`src/rtl/cla_pkg.sv`:
```
`default_nettype none
// =============================================================================
// Module      : cla_pkg
// Description : Shared constants and sizing helper for the carry look-ahead adder.
// Revision    : 1.0 - initial release
// =============================================================================
package cla_pkg;

   localparam int CLA_BLOCK_WIDTH = 4;

   function automatic int cla_num_blocks(input int width);
      return (width + CLA_BLOCK_WIDTH - 1) / CLA_BLOCK_WIDTH;
   endfunction

endpackage
`default_nettype wire

```
`src/rtl/cla_block_4b.sv`:
```
`default_nettype none
// =============================================================================
// Module      : cla_block_4b
// Description : 4-bit look-ahead block: expanded carries, sum, group G/P.
// Revision    : 1.0 - initial release
// =============================================================================
module cla_block_4b (
   input  logic [3:0] a,
   input  logic [3:0] b,
   input  logic       cin,
   output logic [3:0] sum,
   output logic       gg,
   output logic       gp
);

   logic [3:0] w_g;
   logic [3:0] w_p;
   logic [3:0] w_c;

   assign w_g = a & b;
   assign w_p = a ^ b;

   // Every carry is a flat sum of products of g/p and cin; no carry feeds another.
   assign w_c[0] = cin;
   assign w_c[1] = w_g[0] | (w_p[0] & cin);
   assign w_c[2] = w_g[1] | (w_p[1] & w_g[0]) | (w_p[1] & w_p[0] & cin);
   assign w_c[3] = w_g[2] | (w_p[2] & w_g[1]) | (w_p[2] & w_p[1] & w_g[0])
                 | (w_p[2] & w_p[1] & w_p[0] & cin);

   assign gg = w_g[3] | (w_p[3] & w_g[2]) | (w_p[3] & w_p[2] & w_g[1])
             | (w_p[3] & w_p[2] & w_p[1] & w_g[0]);
   assign gp = &w_p;

   assign sum = w_p ^ w_c;

endmodule
`default_nettype wire

```
`src/rtl/carry_look_ahead_adder.sv`:
```
`default_nettype none
// =============================================================================
// Module      : carry_look_ahead_adder
// Description : Two-level registered CLA; {carry_o,sum_o} = a_i + b_i + carry_i.
//               Optional group_g_o/group_p_o outputs under CLA_GROUP_PG_OUT_EN.
// Revision    : 1.0 - initial release
// =============================================================================
module carry_look_ahead_adder
   import cla_pkg::*;
#(
   parameter int CLA_WIDTH = 8
) (
   input  logic                 clk_i,
   input  logic                 rst_ni,
   input  logic [CLA_WIDTH-1:0] a_i,
   input  logic [CLA_WIDTH-1:0] b_i,
   input  logic                 carry_i,
   output logic [CLA_WIDTH-1:0] sum_o,
   output logic                 carry_o
`ifdef CLA_GROUP_PG_OUT_EN
   ,
   output logic                 group_g_o,
   output logic                 group_p_o
`endif
);

   localparam int NBLK  = cla_num_blocks(CLA_WIDTH);
   localparam int PAD_W = NBLK * CLA_BLOCK_WIDTH;

   logic [PAD_W-1:0]     w_a_pad;
   logic [PAD_W-1:0]     w_b_pad;
   logic [PAD_W-1:0]     w_sum_pad;
   logic [NBLK-1:0]      w_gg;
   logic [NBLK-1:0]      w_gp;
   logic [NBLK:0]        w_blk_cin;
   logic                 w_carry;
   logic [CLA_WIDTH-1:0] r_sum;
   logic                 r_carry;

   assign w_a_pad = PAD_W'(a_i);
   assign w_b_pad = PAD_W'(b_i);

   for (genvar k = 0; k < NBLK; k++) begin : g_blk
      cla_block_4b u_blk (
         .a   (w_a_pad[k*CLA_BLOCK_WIDTH +: CLA_BLOCK_WIDTH]),
         .b   (w_b_pad[k*CLA_BLOCK_WIDTH +: CLA_BLOCK_WIDTH]),
         .cin (w_blk_cin[k]),
         .sum (w_sum_pad[k*CLA_BLOCK_WIDTH +: CLA_BLOCK_WIDTH]),
         .gg  (w_gg[k]),
         .gp  (w_gp[k])
      );
   end

   // Second level: each block carry-in is a flat OR of GG[j]·GP[j+1..k-1] terms
   // plus the GP[0..k-1]·carry_i term, so no block waits on its neighbour.
   always_comb begin : p_lookahead
      logic v_term;
      v_term       = 1'b0;
      w_blk_cin    = '0;
      w_blk_cin[0] = carry_i;
      for (int k = 1; k <= NBLK; k++) begin
         for (int j = 0; j < k; j++) begin
            v_term = w_gg[j];
            for (int m = j + 1; m < k; m++) begin
               v_term = v_term & w_gp[m];
            end
            w_blk_cin[k] = w_blk_cin[k] | v_term;
         end
         v_term = carry_i;
         for (int m = 0; m < k; m++) begin
            v_term = v_term & w_gp[m];
         end
         w_blk_cin[k] = w_blk_cin[k] | v_term;
      end
   end

   // With padding, the carry into bit CLA_WIDTH lands as the sum of a zero bit.
   if (PAD_W == CLA_WIDTH) begin : g_carry_exact
      assign w_carry = w_blk_cin[NBLK];
   end else begin : g_carry_pad
      assign w_carry = w_sum_pad[CLA_WIDTH];
   end

   always_ff @(posedge clk_i or negedge rst_ni) begin
      if (!rst_ni) begin
         r_sum   <= '0;
         r_carry <= 1'b0;
      end else begin
         r_sum   <= w_sum_pad[CLA_WIDTH-1:0];
         r_carry <= w_carry;
      end
   end

   assign sum_o   = r_sum;
   assign carry_o = r_carry;

`ifdef CLA_GROUP_PG_OUT_EN
   logic [CLA_WIDTH-1:0] w_g_bit;
   logic [CLA_WIDTH-1:0] w_p_bit;
   logic                 w_group_g;
   logic                 w_group_p;
   logic                 r_group_g;
   logic                 r_group_p;

   assign w_g_bit   = a_i & b_i;
   assign w_p_bit   = a_i ^ b_i;
   assign w_group_p = &w_p_bit;

   // Group generate over the true width only, so padding cannot mask it.
   always_comb begin : p_group_g
      logic v_term;
      v_term    = 1'b0;
      w_group_g = 1'b0;
      for (int i = 0; i < CLA_WIDTH; i++) begin
         v_term = w_g_bit[i];
         for (int m = i + 1; m < CLA_WIDTH; m++) begin
            v_term = v_term & w_p_bit[m];
         end
         w_group_g = w_group_g | v_term;
      end
   end

   always_ff @(posedge clk_i or negedge rst_ni) begin
      if (!rst_ni) begin
         r_group_g <= 1'b0;
         r_group_p <= 1'b0;
      end else begin
         r_group_g <= w_group_g;
         r_group_p <= w_group_p;
      end
   end

   assign group_g_o = r_group_g;
   assign group_p_o = r_group_p;
`endif

endmodule
`default_nettype wire

```
`config.mk`:
```
export PLATFORM = sky130hd
export DESIGN_NAME = carry_look_ahead_adder
export DESIGN_NICKNAME = d
export VERILOG_FILES = /design/src/rtl/cla_pkg.sv /design/src/rtl/cla_block_4b.sv /design/src/rtl/carry_look_ahead_adder.sv
export SDC_FILE = /design/constraint.sdc
export NUM_CORES = 1
export LEC_CHECK = 0
export CORE_UTILIZATION = 38
export DETAILED_ROUTE_END_ITERATION = 12
export PLACE_DENSITY = 0.86
export SYNTH_ARGS = -nofsm -noshare
export SYNTH_HDL_FRONTEND = slang
export SYNTH_SLANG_ARGS = --single-unit
```
`constraint.sdc`:
```
create_clock -name clk_i -period 0.8 [get_ports clk_i]
set_input_delay 0.16 -clock clk_i [delete_from_list [all_inputs] [get_ports clk_i]]
set_output_delay 0.16 -clock clk_i [all_outputs]
set_load 0.01 [all_outputs]
```
==> qor.tcl <==
set qor(final_max_slew_viol_count) 0
set qor(die_height_um) 39.9
set qor(clock.fmax_ghz) 0.756
set qor(synth.ff_latch_count) 9
set qor(slowest_delay_ns) 0.34
set qor(gpl.final_weighted_congestion) 0.753
set qor(clock_path_buffers) 2
set qor(whs_ns) 0.184
set qor(path_buf_inv) 1
set qor(grt_setup_unrepaired) {yes}
set qor(worstPathRequired_ns) 0.94
set qor(tritoncts) {built}
set qor(dp_cells) 97
set qor(port-buffer-count) 27
set qor(grt_max_degree) 10
set qor(final.setup.tns_ns) -3.79
set qor(wire_per_inst_um) 12.3
set qor(vias_per_cell) 4.99
set qor(worstPathCellList) {buf_8, ha_4, a21oi_4, o211ai_2, or2_4, fa_2, xor2_1}
set qor(globalRouteTotalUtil_pct) 21.3
set qor(clk_root_buffer_cell) {sky130_fd_sc_hd__clkbuf_4}
set qor(route.antenna.remaining_nets) 0
set qor(finalHoldViolations) 0
set qor(commonest_non_fill_non_tap_cells_in_the_layout) {sky130_fd_sc_hd__buf_2 (12), sky130_fd_sc_hd__buf_4 (10), sky130_fd_sc_hd__dfrtp_1 (9), sky130_fd_sc_hd__buf_6 (7), sky130_fd_sc_hd__ha_4 (5)}
set qor(cell_area_after_placement_um2) 988
set qor(mappedNetlistNets) 74
set qor(final_net_count) 119
set qor(clock-sinks) 9
set qor(yosys.cell_types.count) 20
set qor(n_antenna_cell) 0
set qor(route.final.wire_length_um) 1280
set qor(starting_density_of_the_core_pct) 41.5
set qor(vdd_drop_max_mv) 0.706
set qor(period_needed_ns) 1.32
set qor(firstDrtPassIters) 4
set qor(cts_made_buffers) 3
set qor(post_synth_inst_count) 45
set qor(grt_antenna_before_repair) 0
set qor(final_min_period_over_clock_period_pct) 165
set qor(num_io_pins) 28
set qor(dieWidth_um) 39.9
set qor(stdcell_area_um2) 1030
set qor(path_class) {input port to flop}
set qor(vias) 519
set qor(drc) 0
set qor(status) {finished, violations left}
set qor(std_cell_rows) 13
set qor(postCtsHoldBufs) 0
set qor(clk_pin_slew_worst_paths_ns) 0.06
set qor(crit_path_end_kind) {flop}
set qor(first_global_vias) 543
set qor(finalSetupViolCount) 18
set qor(max_slew_margin_pct) 85.4
set qor(synth_area_per_cell_um2) 12.2
set qor(power_density_nw_per_um2) 1540
set qor(grt.overflow.total) 0
set qor(p_leak_nw) 0.487
set qor(yosysTopAreaCellShare_pct) 41.2
set qor(synth.top_cells.by_area) {sky130_fd_sc_hd__dfrtp_1 (41%), sky130_fd_sc_hd__ha_1 (18%), sky130_fd_sc_hd__fa_1 (7.3%)}
set qor(final_common_cell) {sky130_fd_sc_hd__buf_2}
set qor(flow.area_growth_from_synthesis_pct) 88.6
set qor(die-area_um2) 1590
set qor(synth_seq_area_share_pct) 41.2
set qor(worst_hold_path_type) {input port to asynchronous set/reset pin}
set qor(grt_pass1_wl_um) 2210
set qor(drive_above_1_share_pct) 62.9
set qor(fin_ws_ns) -0.523
set qor(arrival_ns) 1.46
set qor(initialDrtViolationCount) 3
set qor(final_cells) 104
set qor(startpoint_type) {input port}
set qor(violations) {negative setup slack}
set qor(hpwlAfterDp_um) 1000
set qor(timing.critical_path.fanout_max) 2
set qor(synth_area_leader_cell) {sky130_fd_sc_hd__dfrtp_1}
set qor(core_area_um2) 1320
set qor(worst_path_max_delay_cell) {sky130_fd_sc_hd__fa_2}
set qor(synthesis.yosys.warnings) 0
set qor(cts.htree.levels) 1
set qor(synthesis.area_um2) 547
set qor(timing_worst_slew_pin_value_ns) 0.219
set qor(cap_violations) 0
set qor(critical-path-top-delay-family) {adder cells}
[area by class of cell]
cell class	count	area (um^2)
sequential	9	225
clock buffer	4	26.3
fill	88	287
multi-input combinational	31	417
tap	15	18.8
inverter	5	26.3
timing repair buffer	40	318
[cells in the mapped netlist]
| cell type | n |
|---|---|
| sky130_fd_sc_hd__o41a_1 | 1 |
| sky130_fd_sc_hd__nor2_1 | 1 |
| sky130_fd_sc_hd__inv_1 | 5 |
| sky130_fd_sc_hd__a21o_1 | 1 |
| sky130_fd_sc_hd__a21oi_2 | 1 |
| sky130_fd_sc_hd__nand3_1 | 2 |
| sky130_fd_sc_hd__a21o_2 | 1 |
| sky130_fd_sc_hd__o21bai_1 | 1 |
| sky130_fd_sc_hd__o32ai_1 | 1 |
| sky130_fd_sc_hd__o21a_1 | 1 |
| sky130_fd_sc_hd__or2_2 | 2 |
| sky130_fd_sc_hd__o211ai_2 | 1 |
| sky130_fd_sc_hd__xor2_1 | 3 |
| sky130_fd_sc_hd__o31a_1 | 1 |
| sky130_fd_sc_hd__nand2_1 | 1 |
| sky130_fd_sc_hd__xnor2_1 | 2 |
| sky130_fd_sc_hd__dfrtp_1 | 9 |
| sky130_fd_sc_hd__fa_1 | 2 |
| sky130_fd_sc_hd__ha_1 | 8 |
| sky130_fd_sc_hd__a211oi_1 | 1 |
[report_power, final]
group	internal [mW]	switching [mW]	total, mW
clock	0.191	0.146	0.337
combinational	0.390	0.288	0.677
sequential	0.543	0.0258	0.569
total	1.12	0.459	1.58
[final timing paths]
kind                            end  slack, ns  depth (start not counted)    from
worst max-delay path       sum_o[5]      -0.52                          7  b_i[0]
max in group asynchronous  sum_o[3]       0.48                          2  rst_ni
worst min-delay path        carry_o       0.18                          2  rst_ni
min in group clk_i         sum_o[3]       0.30                          4  a_i[2]
[state kept, by name, summed over array words and instances, names as in the netlist]
signal,cells
carry_o,1
sum_o,8
[per-layer routing]
metal,GRT usage [%],share of wire (%)
met1,25.3,43
met2,35.5,50
met3,1.67,4.9
met4,15.5,1.5
met5,0,0
[timing repair]
item | in CTS | in global routing
endpoints found under the setup margin | 18 | 18
buffers inserted | 2 | 2
resized for setup | 90 | 12
pin swaps | 16 | 7
[per-stage QoR]
step	setup slack (ns)	power [mW]	util (%)
6_report	-0.523	1.58	78.3
3_3_place_gp	-1.23	1.22	75.0
4_1_cts	-0.532	1.53	75.6
5_1_grt	-0.557	1.71	78.3
3_5_place_dp	-1.28	1.25	75.0
2_1_floorplan	-0.706	0.852	-
[cells by family after synthesis]
kind of cell,share of synthesized area [%]
and+or+nand+nor,5.49
adders and majority gates,25.6
DFF,41.2
buffers and inverters,3.43
xor gates and xnor gates,8.01
AOI/OAI and AO/OA,16.2
Note: power is estimated with default switching activity, not from simulation.
